==> src/rtl/data_mem_arbiter_if.sv <==
// Requester-side bus of the data memory arbiter: one instance per master
// (processor data port, DMA/debug loader).
interface data_mem_arbiter_if #(
    parameter int DATA_W = 16
);
    logic [15:0]       addr;
    logic [DATA_W-1:0] wr_data;
    logic              read;
    logic              write;
    logic [DATA_W-1:0] rd_data;
    logic              waitreq;

    modport master (
        output addr, wr_data, read, write,
        input  rd_data, waitreq
    );

    modport slave (
        input  addr, wr_data, read, write,
        output rd_data, waitreq
    );
endinterface

==> src/rtl/data_mem_arbiter.sv <==
// Shares a single-port synchronous data RAM between the processor data port
// and a DMA/debug master; generates waitreq and spans the RAM read latency.
//
// state      | meaning
// -----------+-----------------------------------------------------------
// ST_IDLE    | arbitrate; writes complete same cycle, reads latch address
// ST_RD_WAIT | hold latched address, count down RAM latency, then complete
module data_mem_arbiter #(
    parameter int ADDR_W    = 12,
    parameter int DATA_W    = 16,
    parameter int READ_LAT  = 1,
    parameter int PROC_PRIO = 0
) (
    input  logic               clk_i,
    input  logic               rst_ni,
    data_mem_arbiter_if.slave  proc_if,
    data_mem_arbiter_if.slave  dma_if,
    output logic [ADDR_W-1:0]  mem_addr_o,
    output logic [DATA_W-1:0]  mem_wr_data_o,
    output logic               mem_wren_o,
    input  logic [DATA_W-1:0]  mem_rd_data_i
);

    localparam int CNT_W = 2;

    typedef enum logic {ST_IDLE, ST_RD_WAIT} state_t;
    typedef enum logic {GNT_PROC, GNT_DMA}   gnt_t;

    state_t             state_q, state_d;
    gnt_t               last_gnt_q, last_gnt_d;
    gnt_t               owner_q, owner_d;
    logic [CNT_W-1:0]   cnt_q, cnt_d;
    logic [ADDR_W-1:0]  addr_q, addr_d;

    logic               proc_req, dma_req;
    logic               proc_wait, dma_wait;
    gnt_t               gnt_sel;
    logic               win_write;
    logic [15:0]        win_addr16;
    logic [DATA_W-1:0]  win_wdata;

    assign proc_req = proc_if.read | proc_if.write;
    assign dma_req  = dma_if.read  | dma_if.write;

    assign proc_if.waitreq = proc_wait;
    assign dma_if.waitreq  = dma_wait;
    assign proc_if.rd_data = mem_rd_data_i;
    assign dma_if.rd_data  = mem_rd_data_i;

    always_ff @(posedge clk_i or negedge rst_ni) begin
        if (!rst_ni) begin
            state_q    <= ST_IDLE;
            last_gnt_q <= GNT_DMA;
            owner_q    <= GNT_PROC;
            cnt_q      <= '0;
            addr_q     <= '0;
        end else begin
            state_q    <= state_d;
            last_gnt_q <= last_gnt_d;
            owner_q    <= owner_d;
            cnt_q      <= cnt_d;
            addr_q     <= addr_d;
        end
    end

    always_comb begin
        state_d       = state_q;
        last_gnt_d    = last_gnt_q;
        owner_d       = owner_q;
        cnt_d         = cnt_q;
        addr_d        = addr_q;
        mem_addr_o    = '0;
        mem_wr_data_o = '0;
        mem_wren_o    = 1'b0;
        proc_wait     = proc_req;
        dma_wait      = dma_req;
        gnt_sel       = GNT_PROC;
        win_write     = 1'b0;
        win_addr16    = '0;
        win_wdata     = '0;

        // Outputs follow the async reset immediately, not just the registers.
        if (rst_ni) begin
            unique case (state_q)
                ST_IDLE: begin
                    if (proc_req && dma_req) begin
                        if (PROC_PRIO != 0)
                            gnt_sel = GNT_PROC;
                        else
                            gnt_sel = (last_gnt_q == GNT_DMA) ? GNT_PROC : GNT_DMA;
                    end else begin
                        gnt_sel = dma_req ? GNT_DMA : GNT_PROC;
                    end

                    if (gnt_sel == GNT_DMA) begin
                        win_write  = dma_if.write;
                        win_addr16 = dma_if.addr;
                        win_wdata  = dma_if.wr_data;
                    end else begin
                        win_write  = proc_if.write;
                        win_addr16 = proc_if.addr;
                        win_wdata  = proc_if.wr_data;
                    end

                    if (proc_req || dma_req) begin
                        mem_addr_o = win_addr16[ADDR_W-1:0];
                        last_gnt_d = gnt_sel;
                        if (win_write) begin
                            mem_wren_o    = 1'b1;
                            mem_wr_data_o = win_wdata;
                            if (gnt_sel == GNT_DMA) dma_wait  = 1'b0;
                            else                    proc_wait = 1'b0;
                        end else begin
                            state_d = ST_RD_WAIT;
                            cnt_d   = CNT_W'(READ_LAT - 1);
                            addr_d  = win_addr16[ADDR_W-1:0];
                            owner_d = gnt_sel;
                        end
                    end
                end

                ST_RD_WAIT: begin
                    mem_addr_o = addr_q;
                    if (cnt_q == '0) begin
                        state_d = ST_IDLE;
                        if (owner_q == GNT_DMA) dma_wait  = 1'b0;
                        else                    proc_wait = 1'b0;
                    end else begin
                        cnt_d = cnt_q - 1'b1;
                    end
                end

                default: state_d = ST_IDLE;
            endcase
        end
    end

    // Request addresses wider than the RAM are truncated by design.
    if (ADDR_W < 16) begin : g_addr_trunc
        logic unused_addr_hi;
        assign unused_addr_hi = ^win_addr16[15:ADDR_W];
    end

endmodule
==> src/flat_wrapper.sv <==
// flat-port wrapper written by rule: the top's interface ports become plain ports
module data_mem_arbiter_flat 
#(
    parameter int ADDR_W    = 12,
    parameter int DATA_W    = 16,
    parameter int READ_LAT  = 1,
    parameter int PROC_PRIO = 0
)
  (clk_i, rst_ni, mem_addr_o, mem_wr_data_o, mem_wren_o, mem_rd_data_i, proc_if_addr, proc_if_wr_data, proc_if_read, proc_if_write, proc_if_rd_data, proc_if_waitreq, dma_if_addr, dma_if_wr_data, dma_if_read, dma_if_write, dma_if_rd_data, dma_if_waitreq);
  data_mem_arbiter_if #(.DATA_W(DATA_W)) proc_if_i ();
  data_mem_arbiter_if #(.DATA_W(DATA_W)) dma_if_i ();
  input  logic clk_i;
  input  logic rst_ni;
  output logic [ADDR_W-1:0] mem_addr_o;
  output logic [DATA_W-1:0] mem_wr_data_o;
  output logic mem_wren_o;
  input  logic [DATA_W-1:0] mem_rd_data_i;
  input wire logic [$bits(proc_if_i.addr)-1:0] proc_if_addr;
  input wire logic [$bits(proc_if_i.wr_data)-1:0] proc_if_wr_data;
  input wire logic [$bits(proc_if_i.read)-1:0] proc_if_read;
  input wire logic [$bits(proc_if_i.write)-1:0] proc_if_write;
  output wire logic [$bits(proc_if_i.rd_data)-1:0] proc_if_rd_data;
  output wire logic [$bits(proc_if_i.waitreq)-1:0] proc_if_waitreq;
  input wire logic [$bits(dma_if_i.addr)-1:0] dma_if_addr;
  input wire logic [$bits(dma_if_i.wr_data)-1:0] dma_if_wr_data;
  input wire logic [$bits(dma_if_i.read)-1:0] dma_if_read;
  input wire logic [$bits(dma_if_i.write)-1:0] dma_if_write;
  output wire logic [$bits(dma_if_i.rd_data)-1:0] dma_if_rd_data;
  output wire logic [$bits(dma_if_i.waitreq)-1:0] dma_if_waitreq;
  assign proc_if_i.addr = proc_if_addr;
  assign proc_if_i.wr_data = proc_if_wr_data;
  assign proc_if_i.read = proc_if_read;
  assign proc_if_i.write = proc_if_write;
  assign proc_if_rd_data = proc_if_i.rd_data;
  assign proc_if_waitreq = proc_if_i.waitreq;
  assign dma_if_i.addr = dma_if_addr;
  assign dma_if_i.wr_data = dma_if_wr_data;
  assign dma_if_i.read = dma_if_read;
  assign dma_if_i.write = dma_if_write;
  assign dma_if_rd_data = dma_if_i.rd_data;
  assign dma_if_waitreq = dma_if_i.waitreq;
  data_mem_arbiter #(.ADDR_W(ADDR_W), .DATA_W(DATA_W), .READ_LAT(READ_LAT), .PROC_PRIO(PROC_PRIO)) u_core (.clk_i(clk_i), .rst_ni(rst_ni), .proc_if(proc_if_i), .dma_if(dma_if_i), .mem_addr_o(mem_addr_o), .mem_wr_data_o(mem_wr_data_o), .mem_wren_o(mem_wren_o), .mem_rd_data_i(mem_rd_data_i));
endmodule
==> config.mk <==
export PLATFORM = sky130hd
export DESIGN_NAME = data_mem_arbiter_flat
export DESIGN_NICKNAME = d
export VERILOG_FILES = /design/src/rtl/data_mem_arbiter_if.sv /design/src/rtl/data_mem_arbiter.sv /design/src/flat_wrapper.sv
export SDC_FILE = /design/constraint.sdc
export NUM_CORES = 1
export LEC_CHECK = 0
export ABC_AREA = 1
export CORE_UTILIZATION = 32
export CTS_CLUSTER_SIZE = 12
export DETAILED_ROUTE_END_ITERATION = 10
export HOLD_SLACK_MARGIN = 0.02
export PLACE_DENSITY_LB_ADDON = 0.08
export SLEW_MARGIN = 20
export SYNTH_ARGS = -nofsm -noshare
export SYNTH_HDL_FRONTEND = slang
export SYNTH_SLANG_ARGS = --single-unit
==> constraint.sdc <==
create_clock -name clk_i -period 1.8 [get_ports clk_i]
set_input_delay 0.36 -clock clk_i [delete_from_list [all_inputs] [get_ports clk_i]]
set_output_delay 0.36 -clock clk_i [all_outputs]
set_load 0.01 [all_outputs]
# Word level (Yosys, flattened, before mapping)
# Cells that the tools add are included.
dict set report totals {
  register_bits 17
  inputBits 86
  output_inout_bits 63
}
dict set report classes {
  mux 43
  bitwise_logic 4
  n_eq_ne 3
  n_reduce_logical 6
  add_sub_neg 1
}
# op count
set ops {}
lappend ops {{16-bit two-way mux} 5}
lappend ops {{12-bit two-way mux} 3}
lappend ops {{1-bit two-way mux} 27}
lappend ops {{12-bit one-hot mux with 2 select lines} 1}
lappend ops {{4-bit AND reduction} 2}
lappend ops {{2-bit two-way mux} 3}
lappend ops {{1-bit one-hot mux with 2 select lines} 3}
lappend ops {{2-bit != test, second input constant} 2}
lappend ops {{2-bit one-hot mux with 2 select lines} 1}
lappend ops {{3-bit AND reduction} 1}
lappend ops {{2-bit zero test} 1}
lappend ops {{2-bit by 1-bit != test with 1-bit output, second input constant} 1}
lappend ops {{1-bit inverter} 2}
lappend ops {{1-bit bitwise OR} 2}
lappend ops {{2-bit by 1-bit subtractor with 2-bit output, second input constant} 1}
lappend ops {{1-bit logical AND} 1}
lappend ops {{1-bit logical OR} 1}

# Logic depth before layout (Yosys ltp)
dict set report depth {
  depth_word 12
  mapped_depth 10
}

# Worst setup path before layout
# Ideal clock, no wire load.
dict set report synth_timing {
  path_type {register -> output}
  from {register u_core.last_gnt_q}
  to {output port mem_wr_data_o[10]}
  setup_slack_ns 0.240
  stages_incl_launch_ff 8
  t_required_ns 1.440
  arrival_time_ns 1.200
  cell_sequence {dfstp_2 > o21ai_2 > nand3_1 > nand2_2 > inv_2 > nand2_4 > buf_6 > a21oi_2}
}
dict set report synth_between {
  elab_chain_len 11
  word_cells_on_any_way 12
  classes_between {mux: 12}
}
# element line_no
set synth_rtl {}
lappend synth_rtl {{from (decl)} data_mem_arbiter.sv:30} ;# gnt_t last_gnt_q, last_gnt_d;
lappend synth_rtl {{from (signal assigned)} data_mem_arbiter.sv:59} ;# last_gnt_q <= last_gnt_d;
lappend synth_rtl {{1-bit two-way mux *} data_mem_arbiter.sv:90} ;# gnt_sel = (last_gnt_q == GNT_DMA) ? GNT_PROC : GNT_DMA;
lappend synth_rtl {{1-bit two-way mux *} data_mem_arbiter.sv:86} ;# if (proc_req && dma_req) begin
lappend synth_rtl {{1-bit two-way mux *} data_mem_arbiter.sv:84} ;# unique case (state_q)
lappend synth_rtl {{1-bit two-way mux *} data_mem_arbiter.sv:83} ;# if (rst_ni) begin
lappend synth_rtl {{1-bit two-way mux} data_mem_arbiter.sv:95} ;# if (gnt_sel == GNT_DMA) begin
lappend synth_rtl {{1-bit two-way mux} data_mem_arbiter.sv:84}
lappend synth_rtl {{1-bit two-way mux} data_mem_arbiter.sv:83}
lappend synth_rtl {{16-bit two-way mux *} data_mem_arbiter.sv:108} ;# if (win_write) begin
lappend synth_rtl {{16-bit two-way mux *} data_mem_arbiter.sv:105} ;# if (proc_req || dma_req) begin
lappend synth_rtl {{16-bit two-way mux *} data_mem_arbiter.sv:84}
lappend synth_rtl {{16-bit two-way mux *} data_mem_arbiter.sv:83}
lappend synth_rtl {{to (decl)} flat_wrapper.sv:15} ;# output logic [DATA_W-1:0] mem_wr_data_o;
# Every way passes the cells marked *; elsewhere a longest branch is shown, timed or not. The select of a mux whose other input is x is not followed.

# Final worst setup path
dict set report layout_timing {
  from {register u_core.last_gnt_q}
  to {output port dma_if_waitreq}
}
dict set report layout_between {
  elab_chain_len 11
  word_cells_on_any_way 12
  classes_between {mux: 12}
}
# element line_no
set layout_rtl {}
lappend layout_rtl {{1-bit two-way mux *} data_mem_arbiter.sv:90}
lappend layout_rtl {{1-bit two-way mux *} data_mem_arbiter.sv:86}
lappend layout_rtl {{1-bit two-way mux *} data_mem_arbiter.sv:84}
lappend layout_rtl {{1-bit two-way mux *} data_mem_arbiter.sv:83}
lappend layout_rtl {{1-bit two-way mux} data_mem_arbiter.sv:95}
lappend layout_rtl {{1-bit two-way mux} data_mem_arbiter.sv:84}
lappend layout_rtl {{1-bit two-way mux} data_mem_arbiter.sv:83}
lappend layout_rtl {{1-bit two-way mux *} data_mem_arbiter.sv:108}
lappend layout_rtl {{1-bit two-way mux *} data_mem_arbiter.sv:105}
lappend layout_rtl {{1-bit one-hot mux with 2 select lines *} data_mem_arbiter.sv:84}
lappend layout_rtl {{1-bit two-way mux *} data_mem_arbiter.sv:83}
lappend layout_rtl {{to (decl)} flat_wrapper.sv:29} ;# output wire logic [$bits(dma_if_i.waitreq)-1:0] dma_if_waitreq;
# Marks and branches as above.

==> run summary <==
The number of vias in the routed layout came out at just under 2,000. The count of cells along the worst register-to-register path came out at 12. The adder-cell share of the synthesized area came out at 0.00756.

In this run the register-to-register setup slack is 0.10 ns. Setup repair after global routing could not meet its margin everywhere. Of the total synthesized cell area, the portion taken by XOR and XNOR cells is 0. The layout-stage area growth over the synthesis result came out at 76.2%. Summed over all nets, the half-perimeter wirelength after detailed placement is around 3700 um.

The overflow left after global routing came out at 0. The completed layout was analyzed and its total power is between 3000 and 4000 uW. The post-synth net total came out at 356. The count of standard-cell rows is 25. The post-synthesis compound-gate area fraction is 0.104.

The peak clock frequency supported by timing came out at 499 MHz. The maximum number of pins on one net before global-route repair is 21. The largest delay contributor family on the critical path is flip-flops. CTS built an H-tree with a depth of 1.

The wire length per cell after detailed routing is ~12 um. The relative contribution of sequential cells to total power is 0.216. The count of hold-fix buffers inserted at cts is 0. At the pin with the least slew margin, the transition time is between 0.2 and 0.25 ns. The maximum net fanout on the critical path is 3.

The clock slew at the register clock pins of the worst setup and hold paths is 0.07 ns. The power density over the cells came out at 1080 nW/um^2. The number of distinct library cells after synthesis is 23. The final weighted congestion in routability-driven placement is between 0.7 and 0.8.

The number of antenna cells inserted came out at 0. Of the total power, the clock network draws 0.090. The slowest stage of the critical path belongs to the cell sky130_fd_sc_hd__dfstp_2.

Subtracting the final worst setup slack from the clock period gives 2.00 ns. The initial standard-cell utilization of the core is 0.341. STA classifies the critical path startpoint as a flop. Summing all multi-input logic gate instances after layout gives 982 um^2. The top-level port count is ~150. The number of global-route vias before repair is about 1,800. The number of clock sinks came out at 17. The area occupied by registers came out at around 430 um^2. Data arrives at the worst endpoint at around 1.6 ns. The number of buffers on the longest clock path came out at 2. Of the total synthesized cell area, the portion taken by AND, OR, NAND and NOR gates is 0.408. The relative max-transition margin came out at 0.852. The worst setup skew after layout is 0.00199 ns. Setup violations remaining at the end of the flow were counted as 31. Once detail routing completed, the nets flagged for antenna violations numbered 0. The cell area after layout came out at 2910 um^2. The total routing resource utilization after global routing came out at 0.186.

The synthesized flop and latch total is 17. The number of instances in the synthesized netlist is 269. The worst IR drop on VDD is 0.479 mV.

The analysis attributes to net switching a power of roughly 1300 uW. For this run, the post-layout net count is roughly 460. The ratio of cells with drive above 1 in the final layout is 0.383. The number of filler instances in the final layout came out at between 400 and 500.

The number of detailed-route iterations in the first pass is 4. The mean instance size in the synthesized netlist came out at 6.15 um^2. The height of the chip came out at approximately 74 um. The proportion of synthesized area in mux cells is 0. Max-cap violations in this run came to 0. The area enclosed by the die boundary came out at between 5000 and 6000 um^2.

The final hold violation count is 0. The critical path in this run is classified as flop to output port. The detailed-route DRC error count came out at 0.

Once routing completed, OpenROAD measured the worst setup slack at -0.204 ns. The initial antenna violation count is 0. The synthesized cell area came out at 1650 um^2. The buffer type at the clock tree root is sky130_fd_sc_hd__clkbuf_8. The endpoint of the worst register-to-register path is u_core.addr_q[5]. The final reports fail on setup timing. The post-route setup TNS is -4.28 ns. The placeable core region came out at 4850 um^2. The maximum single-stage delay on the critical path is 0.55 ns.

At the end of the flow the core is filled with cells to 0.601. The fraction of the cycle the final worst path needs came out at 1.11. The post-place instance area came out at approximately 2600 um^2. The startpoint of the worst register-to-register path is u_core.last_gnt_q.

The share of total power dissipated in combinational logic is 0.694. After detailed routing, the number of vias per cell comes to 4.35. The run finished, with violations left. The static leakage came out at roughly 0.0015 uW. The first global-routing pass estimated between 7000 and 8000 um of wire. For this run, the register share of the synthesized area comes to 0.258. The data required time of the critical path is approximately 1.4 ns. The x dimension of the die came out at ~74 um.

The signal on the critical path passes through o21ai_2 > nand2_2 > buf_6 > nand2_4 > buf_6 > nand3_2 > nand2_2 > a21oi_2 > buf_2. After synthesis, the largest family of logic cells by area is simple AND/OR/NAND/NOR gates. TritonCTS built the clock tree. The violation count after the first detailed-routing iteration came out at 86. Of the total power, the share spent switching nets is 0.416.

The worst-case hold slack came out at about 0.18 ns. The internal power summed over all cells came out at about 1800 uW. The path class of the tightest hold or removal check is input port to async pin. Clock tree synthesis inserted a total of 3 buffers.

The number of buffer and inverter stages on the critical path is 3. The post-detailed-routing wire length is 5170 um. The count of port buffers added during placement is just over 90.

The total count of max-transition violations in the final report is 0. The clock latency on the worst-skew pair came out at between 0.2 and 0.3 ns. The count of warnings emitted by yosys came out at 0. STA classifies the critical path endpoint as an output port.
-- cell families after synthesis --
family / count (synthesis)
compound gates: 24
buf+inv: 58
fa+ha+maj: 1
simple gates: 169
flops: 17
-- worst register-to-register path: cells and delay by family (launching register included) --
family / cells / cell delay [ns]
flip-flops: 1 / 0.55
AND/OR/NAND/NOR: 5 / 0.30
AO/OA/AOI/OAI: 1 / 0.07
buffers and inverters: 6 / 0.66
-- cells in the mapped netlist, drive strengths merged --
cell	number	share of area
ha	1	0.0076
nand2	158	0.37
dfstp	1	0.016
dfrtp	16	0.24
nand3	4	0.012
inv	15	0.034
clkbuf	1	0.0023
or2	1	0.0038
a21oi	18	0.082
nor2	6	0.018
buf	42	0.19
o31ai	1	0.0045
a31oi	1	0.0038
o21ai	4	0.014
-- worst max-delay path by stage --
stage | endpoint | startpoint | slack (ns) | depth (start not counted)
CTS | mem_wren_o | u_core.last_gnt_q | -0.26 | 9
global placement | mem_addr_o[8] | dma_if_write | -0.73 | 11
detailed placement | mem_addr_o[9] | proc_if_write | -0.74 | 10
finish | dma_if_waitreq | u_core.last_gnt_q | -0.20 | 9
global route | dma_if_waitreq | u_core.last_gnt_q | -0.31 | 9
floorplan | mem_wr_data_o[10] | u_core.last_gnt_q | 0.24 | 7
-- cell usage in the layout, fill, tap and decap left out, drive strengths merged --
master | synthesis | final
nand3 | 4 | 4
dfstp | 1 | 1
dfrtp | 16 | 16
nor2 | 6 | 6
dlygate4sd2 | 0 | 1
ha | 1 | 1
a31oi | 1 | 1
clkinv | 0 | 1
or2 | 1 | 1
o31ai | 1 | 1
clkdlybuf4s15 | 0 | 4
clkdlybuf4s50 | 0 | 56
nand2 | 158 | 159
buf | 42 | 83
inv | 15 | 15
a21oi | 18 | 18
clkbuf | 1 | 4
o21ai | 4 | 4
-- power by group through the flow --
stage	registers [uW]	clock network [uW]	logic [uW]
4_1_cts	678	293	2070
6_report	680	283	2180
2_1_floorplan	664	0	1010
5_1_grt	703	310	2410
3_5_place_dp	684	0	1820
3_3_place_gp	681	0	1800
-- layer usage --
| metal | vias to the layer above | part of all wire | GRT usage |
|---|---|---|---|
| met2 | 70 | 0.49 | 0.348 |
| met5 | - | 0 | 0 |
| met3 | 6 | 0.075 | 0.0412 |
| met4 | 0 | 0.0081 | 0.0449 |
| met1 | 848 | 0.42 | 0.212 |
| li1 | 1001 | - | - |
-- area by class of cell --
class / instances / share of cell area
Clock buffer: 3 / 0.0142
Clock inverter: 1 / 0.00172
Inverter: 15 / 0.0228
Multi-Input combinational cell: 195 / 0.337
Sequential cell: 17 / 0.146
Tap cell: 67 / 0.0288
Timing Repair Buffer: 145 / 0.449
-- flip-flops by register name, indices dropped and copies added (netlist names) --
name and cells:
u_core.state_q 1, u_core.cnt_q 2, u_core.last_gnt_q 1, u_core.addr_q 12, u_core.owner_q 1
-- timing repair --
item	4_1_cts	5_1_grt
buffers inserted	13	4
cloned	3	1
endpoints found under the setup margin	43	34
pin swaps	10	7
endpoints found under the hold margin	0	0
resized for setup	182	16
-- metrics by stage --
stage,cells,setup WS [ns]
3_3_place_gp,420,-0.728
5_1_grt,443,-0.306
6_report,443,-0.204
4_1_cts,439,-0.263
2_1_floorplan,269,0.240
3_5_place_dp,420,-0.741
Power figures use the tool's default switching activity.
